$ cat config.mk
export PLATFORM = sky130hd
export DESIGN_NAME = bcd_cascade_counter
export DESIGN_NICKNAME = d
export VERILOG_FILES = /design/src/rtl/bcd_cascade_counter_pkg.sv /design/src/rtl/bcd_digit_cell.sv /design/src/rtl/bcd_cascade_counter.sv
export SDC_FILE = /design/constraint.sdc
export NUM_CORES = 1
export LEC_CHECK = 0
export ABC_AREA = 1
export BUFFER_PORTS_ARGS = -buffer_cell sky130_fd_sc_hd__buf_4
export CORE_MARGIN = 1.5
export CORE_UTILIZATION = 45
export CTS_BUF_LIST = sky130_fd_sc_hd__clkbuf_8
export DETAILED_ROUTE_END_ITERATION = 10
export PLACE_DENSITY = 0.69
export REMOVE_ABC_BUFFERS = 1
export SLEW_MARGIN = 20
export SYNTH_ARGS = -nofsm -noshare
export SYNTH_HDL_FRONTEND = slang
export SYNTH_SLANG_ARGS = --single-unit
export TNS_END_PERCENT = 20
$ cat constraint.sdc
create_clock -name clk -period 1.54 [get_ports clk]
set_input_delay 0.231 -clock clk [delete_from_list [all_inputs] [get_ports clk]]
set_output_delay 0.231 -clock clk [all_outputs]
set_load 0.01 [all_outputs]
$ cat src/rtl/bcd_cascade_counter_pkg.sv
// -----------------------------------------------------------------------------
// bcd_cascade_counter_pkg
// Shared definitions for the BCD cascade counter family: digit width, the
// common per-digit maximum sets used for time fields, event-mode selectors
// and a small clamp helper used when presetting digits.
// -----------------------------------------------------------------------------
package bcd_cascade_counter_pkg;

    localparam int BCD_W = 4;

    // Per-digit maxima, digit 0 in the low nibble.
    localparam logic [7:0] SEC_MIN_MAX = {4'd5, 4'd9};   // 00..59
    localparam logic [7:0] HOUR_MAX    = {4'd2, 4'd3};   // per-digit 2/3

    // Event detection modes.
    localparam int EVT_CHANGE = 0;   // any change of the source bus
    localparam int EVT_RISE   = 1;   // rising edge of src[0]

    // Limit a preset digit to the digit's maximum so loads never create
    // out-of-range digits.
    function automatic logic [BCD_W-1:0] bcd_clamp(
        input logic [BCD_W-1:0] d,
        input logic [BCD_W-1:0] m
    );
        return (d > m) ? m : d;
    endfunction

endpackage

$ cat src/rtl/bcd_digit_cell.sv
// -----------------------------------------------------------------------------
// bcd_digit_cell
// One BCD digit of the cascade. Holds its own digit register and exposes the
// terminal flag the top uses to build the ripple carry/borrow chain.
// Ports:
//   clk        in  system clock
//   rst        in  asynchronous active-high reset (digit -> 0)
//   step       in  advance this digit by one in the up_dn direction
//   up_dn      in  1: count up, 0: count down
//   load       in  preset strobe (wins over step)
//   load_d     in  preset digit value (clamped to max)
//   max        in  this digit's maximum value
//   digit      out registered digit value
//   term       out digit is at its terminal value for the current direction
//   digit_next out value the digit takes on the next clock edge
// -----------------------------------------------------------------------------
module bcd_digit_cell
    import bcd_cascade_counter_pkg::*;
(
    input  logic             clk,
    input  logic             rst,
    input  logic             step,
    input  logic             up_dn,
    input  logic             load,
    input  logic [BCD_W-1:0] load_d,
    input  logic [BCD_W-1:0] max,
    output logic [BCD_W-1:0] digit,
    output logic             term,
    output logic [BCD_W-1:0] digit_next
);

    logic [BCD_W-1:0] digit_reg;

    always_comb begin
        digit_next = digit_reg;
        if (load) begin
            digit_next = bcd_clamp(load_d, max);
        end else if (step) begin
            if (up_dn) begin
                // ">=" so a corrupted over-max digit recovers to 0.
                digit_next = (digit_reg >= max) ? '0 : digit_reg + 4'd1;
            end else begin
                // Over-max digits recover to max rather than decrementing.
                digit_next = ((digit_reg == '0) || (digit_reg > max)) ? max
                                                                      : digit_reg - 4'd1;
            end
        end
    end

    // Terminal means "this digit wraps on its next step": at/above max when
    // counting up, at zero when counting down.
    assign term = up_dn ? (digit_reg >= max) : (digit_reg == '0);

    always_ff @(posedge clk or posedge rst) begin
        if (rst) begin
            digit_reg <= '0;
        end else begin
            digit_reg <= digit_next;
        end
    end

    assign digit = digit_reg;

endmodule

$ cat src/rtl/bcd_cascade_counter.sv
// -----------------------------------------------------------------------------
// bcd_cascade_counter
// Cascade of BCD digits with per-digit modulus, up/down counting, synchronous
// preset and a one-cycle wrap/borrow pulse. Steps once per detected source
// event (bus change, or rising edge of src[0]).
// Ports:
//   clk        in  system clock
//   resett     in  asynchronous active-high reset
//   en         in  count enable (events dropped when low; load unaffected)
//   up_dn      in  1: count up, 0: count down
//   src        in  event source bus, sampled every clock
//   load_en    in  synchronous preset strobe (highest priority)
//   load_val   in  preset value, packed BCD like count
//   count      out registered BCD count, digit 0 in the low nibble
//   carry_out  out one-cycle pulse after a full-chain wrap or borrow
//   at_limit   out count is all-max (up) or all-zero (down)
// -----------------------------------------------------------------------------
module bcd_cascade_counter
    import bcd_cascade_counter_pkg::*;
#(
    parameter int                          NUM_DIGITS = 2,
    parameter logic [BCD_W*NUM_DIGITS-1:0] DIGIT_MAX  = SEC_MIN_MAX,
    parameter int                          SRC_W      = 6,
    parameter int                          EVT_MODE   = EVT_CHANGE
)(
    input  logic                          clk,
    input  logic                          resett,
    input  logic                          en,
    input  logic                          up_dn,
    input  logic [SRC_W-1:0]              src,
    input  logic                          load_en,
    input  logic [BCD_W*NUM_DIGITS-1:0]   load_val,
    output logic [BCD_W*NUM_DIGITS-1:0]   count,
    output logic                          carry_out,
    output logic                          at_limit
);

    logic [SRC_W-1:0]            src_q_reg;
    logic                        primed_reg;
    logic                        carry_reg;
    logic                        at_limit_reg;
    logic                        evt;
    logic [NUM_DIGITS-1:0]       step;
    logic [NUM_DIGITS-1:0]       term;
    logic [BCD_W*NUM_DIGITS-1:0] count_next;
    logic                        chain_wrap;
    logic                        at_limit_next;

    // primed masks the first sample after reset, whose comparison against
    // the cleared src_q would otherwise look like an event.
    assign evt = primed_reg & en &
                 ((EVT_MODE == EVT_RISE) ? (src[0] & ~src_q_reg[0])
                                         : (src != src_q_reg));

    // Digit k steps when the event arrives and every lower digit is terminal.
    generate
        for (genvar gi = 0; gi < NUM_DIGITS; gi++) begin : g_digit
            if (gi == 0) begin : g_lsd
                assign step[gi] = evt;
            end else begin : g_upper
                assign step[gi] = evt & (&term[gi-1:0]);
            end

            bcd_digit_cell u_cell (
                .clk        (clk),
                .rst        (resett),
                .step       (step[gi]),
                .up_dn      (up_dn),
                .load       (load_en),
                .load_d     (load_val[gi*BCD_W +: BCD_W]),
                .max        (DIGIT_MAX[gi*BCD_W +: BCD_W]),
                .digit      (count[gi*BCD_W +: BCD_W]),
                .term       (term[gi]),
                .digit_next (count_next[gi*BCD_W +: BCD_W])
            );
        end
    endgenerate

    // Whole chain terminal on an event: the counter wraps (up) or borrows (down).
    assign chain_wrap = evt & (&term);

    assign at_limit_next = up_dn ? (count_next == DIGIT_MAX) : (count_next == '0);

    always_ff @(posedge clk or posedge resett) begin
        if (resett) begin
            src_q_reg    <= '0;
            primed_reg   <= 1'b0;
            carry_reg    <= 1'b0;
            at_limit_reg <= 1'b0;
        end else begin
            src_q_reg    <= src;
            primed_reg   <= 1'b1;
            carry_reg    <= load_en ? 1'b0 : chain_wrap;
            at_limit_reg <= at_limit_next;
        end
    end

    assign carry_out = carry_reg;
    assign at_limit  = at_limit_reg;

endmodule

==> flow_summary.ini, run 1 <==
[worst_setup_path]
worstSetupStartpointType = flip-flop
crit_type = flip-flop to flip-flop
r2r-start = g_digit[1].u_cell.digit[0]
r2r_slack_ns = -0.28
cp_max_fo = 3
worstPathRequired_ns = 1.73
worstReg2RegEnd = at_limit
r2r_cells = 14
end_kind = flip-flop
crit_arrival_ns = 2.01

[power]
post-layout-total-power_mw = 1.576
peakVddDrop_mv = 0.5435
comb_power_share = 0.471
p_int_mw = 1.021
pwr-share-clk = 0.203
power_density_nw_per_um2 = 722.0
switching_share = 0.3520
p_leak_nw = 1.227
switching_power_uw = 554.9
seqPwrFrac = 0.326

[clock_network]
cts-htree-levels = 1
clkSlewWorstSetupHoldPaths_ns = 0.07
cts-root-buf = clkbuf_8
cts_buffers = 3
clk_path_buf_depth = 2
clkLatencyLatePin_ns = 0.25
cts_tree = done
cts.sinks = 17

[floorplanning]
core_um2 = 2829
die_h_um = 58.31
dieArea_um2 = 3399
ios = 29
initial_core_util = 0.4865
die_w_um = 58.31
num_rows = 19

[route]
vias = 1507
viasPerCell = 4.784
wl_um = 3681
wl_per_cell_um = 11.69
ant_nets = 0
drt_iter0_drc = 67
dr.pass1.iters = 4
remaining_drc_errors = 0

[yosys]
seq_area_frac_synth = 0.3091
ys_types = 23
avgSynthCellArea_um2 = 6.585
synth_common_cells = 66 x nand2_1, 34 x inv_1, 21 x nor2_1
yosysTopAreaCellShare = 0.3091
synth-edff-count = 0
ys.flop_type = dfrtp_1
synth_area_leaders = dfrtp_1 31%, nand2_1 18%, inv_1 9.3%
ys_ff_latch = 17
netlist_area_um2 = 1376
netlist_instances = 209
synth_top_area_cell = dfrtp_1
ys_async_sr_fraction = 1.000
synth_most_common_cell = nand2_1
yosysWarnings = 0

[finish]
areaGrowthSynthToFinish_pct = 58.64
seq_area_um2 = 425.4
nets = 312
final_area_um2 = 2183
diodes = 0
multi_input_area_um2 = 947.2
drive_gt1_frac = 0.4261
largest_reg_flops = 8
utilization = 0.7718
fill_cells = 220
final_cells = 315

[timing]
layout_setup_ws_ns = -0.2835
finalCritPeriodShare = 1.184
tns_ns = -0.7816
worst_clock_skew_ns = 0.004799
rsz0062_at_grt = true
hold_viol = 0
period_minus_slack_ns = 1.823
report.final.slew_viol_count = 0
max_freq_ghz = 0.5484
holdWs_ns = 0.1017
setup_viol = 8

[place]
dp_hpwl_um = 2658
dpl_cell_area_um2 = 1878
io_buffers = 28
gp_congestion = 0.8507
dp_slack_ns = -0.2871
dp_cells = 300

[global_route]
top_usage_layer = met2
grt_max_degree = 18
grt_remaining_overflow = 0
antenna_found_initial = 0
grt_pass1_vias = 1366
grtUsageMet1 = 0.2972
grt_pass1_wl_um = 5885
use_met3 = 0.01978
grtUsageTotal = 0.2240
grtUsageMet2 = 0.3965

[worst_hold_path]
min_to = src_q_reg[5]
hp-class = input port to flip-flop
hp-start = src[5]
holdPathStages = 1

[run]
maxCapViolations = 0

[run_status]
outcome = finished, violations left
violations = negative setup slack
[cell type report]
| cell class | instances | area share |
|---|---|---|
| clock buffer | 3 | 0.01891 |
| clock inverter | 1 | 0.001719 |
| tap | 31 | 0.01777 |
| multi-input combinational | 151 | 0.4338 |
| timing repair buffer | 73 | 0.2648 |
| inverter | 39 | 0.06820 |
| sequential | 17 | 0.1948 |
[cell usage in the layout (no fill, tap or decap), drive strengths merged]
| cell | count |
|---|---|
| o22ai | 1 |
| ha | 8 |
| nand3 | 22 |
| nor3 | 4 |
| o21ai | 6 |
| xor2 | 3 |
| nor2 | 21 |
| nand4 | 4 |
| inv | 40 |
| dfrtp | 17 |
| xnor2 | 2 |
| buf | 72 |
| a21oi | 5 |
| clkbuf | 3 |
| conb | 1 |
| nand3b | 2 |
| a31oi | 1 |
| dlygate4sd3 | 1 |
| nand2 | 71 |
[how the worst max path moves through the flow]
stage / from / cells past startpoint / slack (ns) / end
after floorplan: g_digit[0].u_cell.digit[0] / 15 / -0.25 / at_limit
after global placement: g_digit[0].u_cell.digit[0] / 16 / -0.27 / at_limit
after detailed placement: g_digit[0].u_cell.digit[0] / 14 / -0.29 / at_limit
after CTS: g_digit[1].u_cell.digit[0] / 14 / -0.23 / at_limit
after global routing: g_digit[0].u_cell.digit[1] / 14 / -0.41 / at_limit
final: g_digit[1].u_cell.digit[0] / 14 / -0.28 / at_limit
[layer usage]
metal,up-vias,wire (um)
met5,-,0
met4,0,28
met3,4,108
met2,23,1857
met1,686,1685
li1,794,-
[worst max-delay path: stages (launching register included)]
cell and delay [ns]:
dfrtp_1 0.41, buf_6 0.13, ha_4 0.15, nand3b_1 0.20
nand2_1 0.12, nand2_1 0.05, nand2_1 0.07, nand4_1 0.12
nand3_2 0.10, nand2_2 0.07, inv_2 0.06, nand2_1 0.05
nor2_1 0.08, nand3_1 0.08, nand2_1 0.07
[kinds of logic (layout without fill, tap and decap cells)]
logic type	count (synthesis)	in the layout	share of synthesized area
and+or+nand+nor	124	124	0.4145
buffers and inverters	41	116	0.1173
DFF	17	17	0.3091
AOI/OAI and AO/OA	13	13	0.05182
adders and majority gates	8	8	0.07273
xor gates and xnor gates	5	5	0.03182
other	1	1	0.002725
[power by group through the flow]
stage	combinational [mW]	sequential, mW	clock, mW
2_1_floorplan	0.305	0.532	0
3_3_place_gp	0.594	0.512	0
3_5_place_dp	0.598	0.513	0
4_1_cts	0.674	0.509	0.327
5_1_grt	0.815	0.518	0.343
6_report	0.743	0.514	0.320
[timing repair]
item / CTS / global route
hold endpoints to repair: 10 / 0
setup endpoints to repair: 9 / 10
gates resized for setup: 23 / 22
pin swaps: 19 / 20
buffers inserted: 6 / 4
hold buffers: 1 / 0
No activity file was read; power rests on OpenSTA's default activity.
==> run 2, diff against run 1 <==
- GPL_ROUTABILITY_DRIVEN: not set -> 0
- PLACE_DENSITY: 0.69 -> 0.67
- SYNTH_HIERARCHICAL: not set -> 1
==> flow_summary.ini, run 2 <==
[yosys]
yosysWarnings = 6
seq_area_frac_synth = 0.2398
yosysTopAreaCellShare = 0.2398
netlist_area_um2 = 1774
ys.flop_type = dfrtp_1
ys_ff_latch = 17
netlist_instances = 266
ys_types = 27
synth_common_cells = 92 x nand2_1, 49 x inv_1, 20 x ha_1
synth-edff-count = 0
synth_most_common_cell = nand2_1
avgSynthCellArea_um2 = 6.670
synth_area_leaders = dfrtp_1 24%, nand2_1 19%, ha_1 14%
synth_top_area_cell = dfrtp_1
ys_async_sr_fraction = 1.000

[floorplanning]
core_um2 = 3716
die_h_um = 65.79
ios = 29
num_rows = 22
initial_core_util = 0.4774
dieArea_um2 = 4328
die_w_um = 65.79

[timing]
report.final.slew_viol_count = 0
rsz0062_at_grt = true
setup_viol = 9
worst_clock_skew_ns = 0.004459
hold_viol = 0
max_freq_ghz = 0.4503
period_minus_slack_ns = 2.221
finalCritPeriodShare = 1.442
holdWs_ns = 0.1020
layout_setup_ws_ns = -0.6806

[clock_network]
clkLatencyLatePin_ns = 0.25
cts-htree-levels = 1
cts.sinks = 17
cts-root-buf = clkbuf_8
cts_buffers = 3
cts_tree = done
clkSlewWorstSetupHoldPaths_ns = 0.06
clk_path_buf_depth = 2

[worst_setup_path]
r2r_slack_ns = -0.68
r2r-start = g_digit[0].u_cell/digit[1]
end_kind = flip-flop
critPathCapture = at_limit
crit_chain = ha_4 -> nand2_2 -> nand2_2 -> nand2_2 -> and3_4 -> nand2_2 -> nand2_1 -> inv_1 -> nand3_2 -> inv_2 -> buf_6 -> nand2_4 -> inv_2 -> nand2_1 -> nand2_1 -> nand2_1 -> nand2_2 -> nor2_2 -> a21o_1 -> nand2_1 -> a21oi_2
r2r_cells = 21
slowest_delay_ns = 0.41
cp_max_fo = 3
crit_type = flip-flop to flip-flop
crit_arrival_ns = 2.36
worstPathRequired_ns = 1.68
worstReg2RegEnd = at_limit
crit_slowest_cell = dfrtp_1
startpoint = g_digit[0].u_cell/digit[1]
worstSetupStartpointType = flip-flop

[finish]
layout_commonest_cell = nand2_1
final_cell_mix = 77 x nand2_1, 64 x buf_4, 46 x inv_1
multi_input_area_um2 = 1310
diodes = 0
fill_cells = 348
drive_gt1_frac = 0.3447
nets = 391
areaGrowthSynthToFinish_pct = 43.65
largest_reg_flops = 8
final_cells = 399
seq_area_um2 = 425.4

[power]
p_leak_nw = 1.433
power_density_nw_per_um2 = 832.2
peakVddDrop_mv = 0.4474

[route]
dr.pass1.iters = 5
viasPerCell = 4.632
remaining_drc_errors = 0
drt_iter0_drc = 50
wl_um = 4139
ant_nets = 0
vias = 1848
wl_per_cell_um = 10.37

[global_route]
antenna_found_initial = 0
grt_remaining_overflow = 0
grt_max_degree = 16
grtUsageTotal = 0.2050
grt_pass1_wl_um = 6886
grt_pass1_vias = 1622

[place]
dp_hpwl_um = 3431
io_buffers = 28
dp_cells = 390

[worst_hold_path]
hp-class = input port to flip-flop

[run]
maxCapViolations = 0

[run_status]
violations = negative setup slack
outcome = finished, violations left
-- run 2: changes by cell type after synthesis, sizes merged, moves of 9 or more --
cell and delta:
nor2 -15, ha +12, nand2 +29, inv +14, o21ai +9, a21oi +12
-- run 2: final cells by class --
cell class / instances / area share
Multi-Input combinational cell: 210 / 0.5140
Sequential cell: 17 / 0.1669
Clock inverter: 1 / 0.001473
Inverter: 54 / 0.08100
Tap cell: 48 / 0.02356
Clock buffer: 3 / 0.01620
Timing Repair Buffer: 66 / 0.1969
-- run 2: worst min-delay path by stage --
stage | slack [ns] | start | depth (start not counted) | end
final | 0.10 | src[0] | 1 | src_q_reg[0]
after global placement | 0.14 | resett | 2 | g_digit[0].u_cell/digit[0]
after CTS | 0.09 | src[0] | 1 | src_q_reg[0]
after global routing | 0.09 | src[0] | 1 | src_q_reg[0]
after detailed placement | 0.14 | resett | 2 | g_digit[0].u_cell/digit[1]
after floorplan | -0.003 | resett | 1 | g_digit[0].u_cell/digit[0]
-- run 2: power breakdown --
part | switching (mW) | internal (mW) | total (mW) | leakage (nW)
logic | 0.666 | 0.612 | 1.28 | 1.20
registers | 0.0340 | 0.494 | 0.528 | 0.207
clock network | 0.138 | 0.177 | 0.315 | 0.0269
total | 0.838 | 1.28 | 2.12 | 1.43
-- run 2: metal layers --
metal  vias to the layer above  global-route usage  part of all wire
li1                        992                   -                 -
met1                       810              0.2643              0.46
met2                        44              0.3586              0.49
met3                         2             0.04089             0.049
met4                         0             0.03125            0.0031
met5                         -                   0                 0
-- run 2: kinds of logic after synthesis --
family | Yosys count | share of synthesized area
AND/OR/NAND/NOR | 124 | 0.3258
buffers and inverters | 54 | 0.1164
AO/OA/AOI/OAI | 41 | 0.1333
adder cells (fa/ha/maj) | 20 | 0.1410
flip-flops | 17 | 0.2398
XOR/XNOR | 8 | 0.03949
other | 2 | 0.004233
-- run 2: repair_timing --
item / 4_1_cts / 5_1_grt
hold buffers: 1 / 0
gates resized for setup: 14 / 17
endpoints found under the hold margin: 17 / 0
setup endpoints to repair: 10 / 10
pin swaps: 6 / 17
buffers inserted: 1 / 3
-- run 2: metrics by stage --
stage	cell area, um^2	power (mW)	worst slack [ns]	util	TNS [ns]
2_1_floorplan	1831	1.210	-0.8154	-	-2.552
3_3_place_gp	2349	1.655	-0.6918	0.6320	-2.564
3_5_place_dp	2349	1.670	-0.7472	0.6320	-2.853
4_1_cts	2476	2.044	-0.6640	0.6663	-2.255
5_1_grt	2549	2.305	-0.8285	0.6859	-4.068
6_report	2549	2.121	-0.6806	0.6859	-2.980
-- run 2: worst max-delay path, delay by kind of cell (launching register included) --
kind / cells / cell delay, ns
DFF: 1 / 0.41
and+or+nand+nor: 14 / 0.95
AOI/OAI and AO/OA: 2 / 0.19
buffers and inverters: 4 / 0.26
adders and majority gates: 1 / 0.29
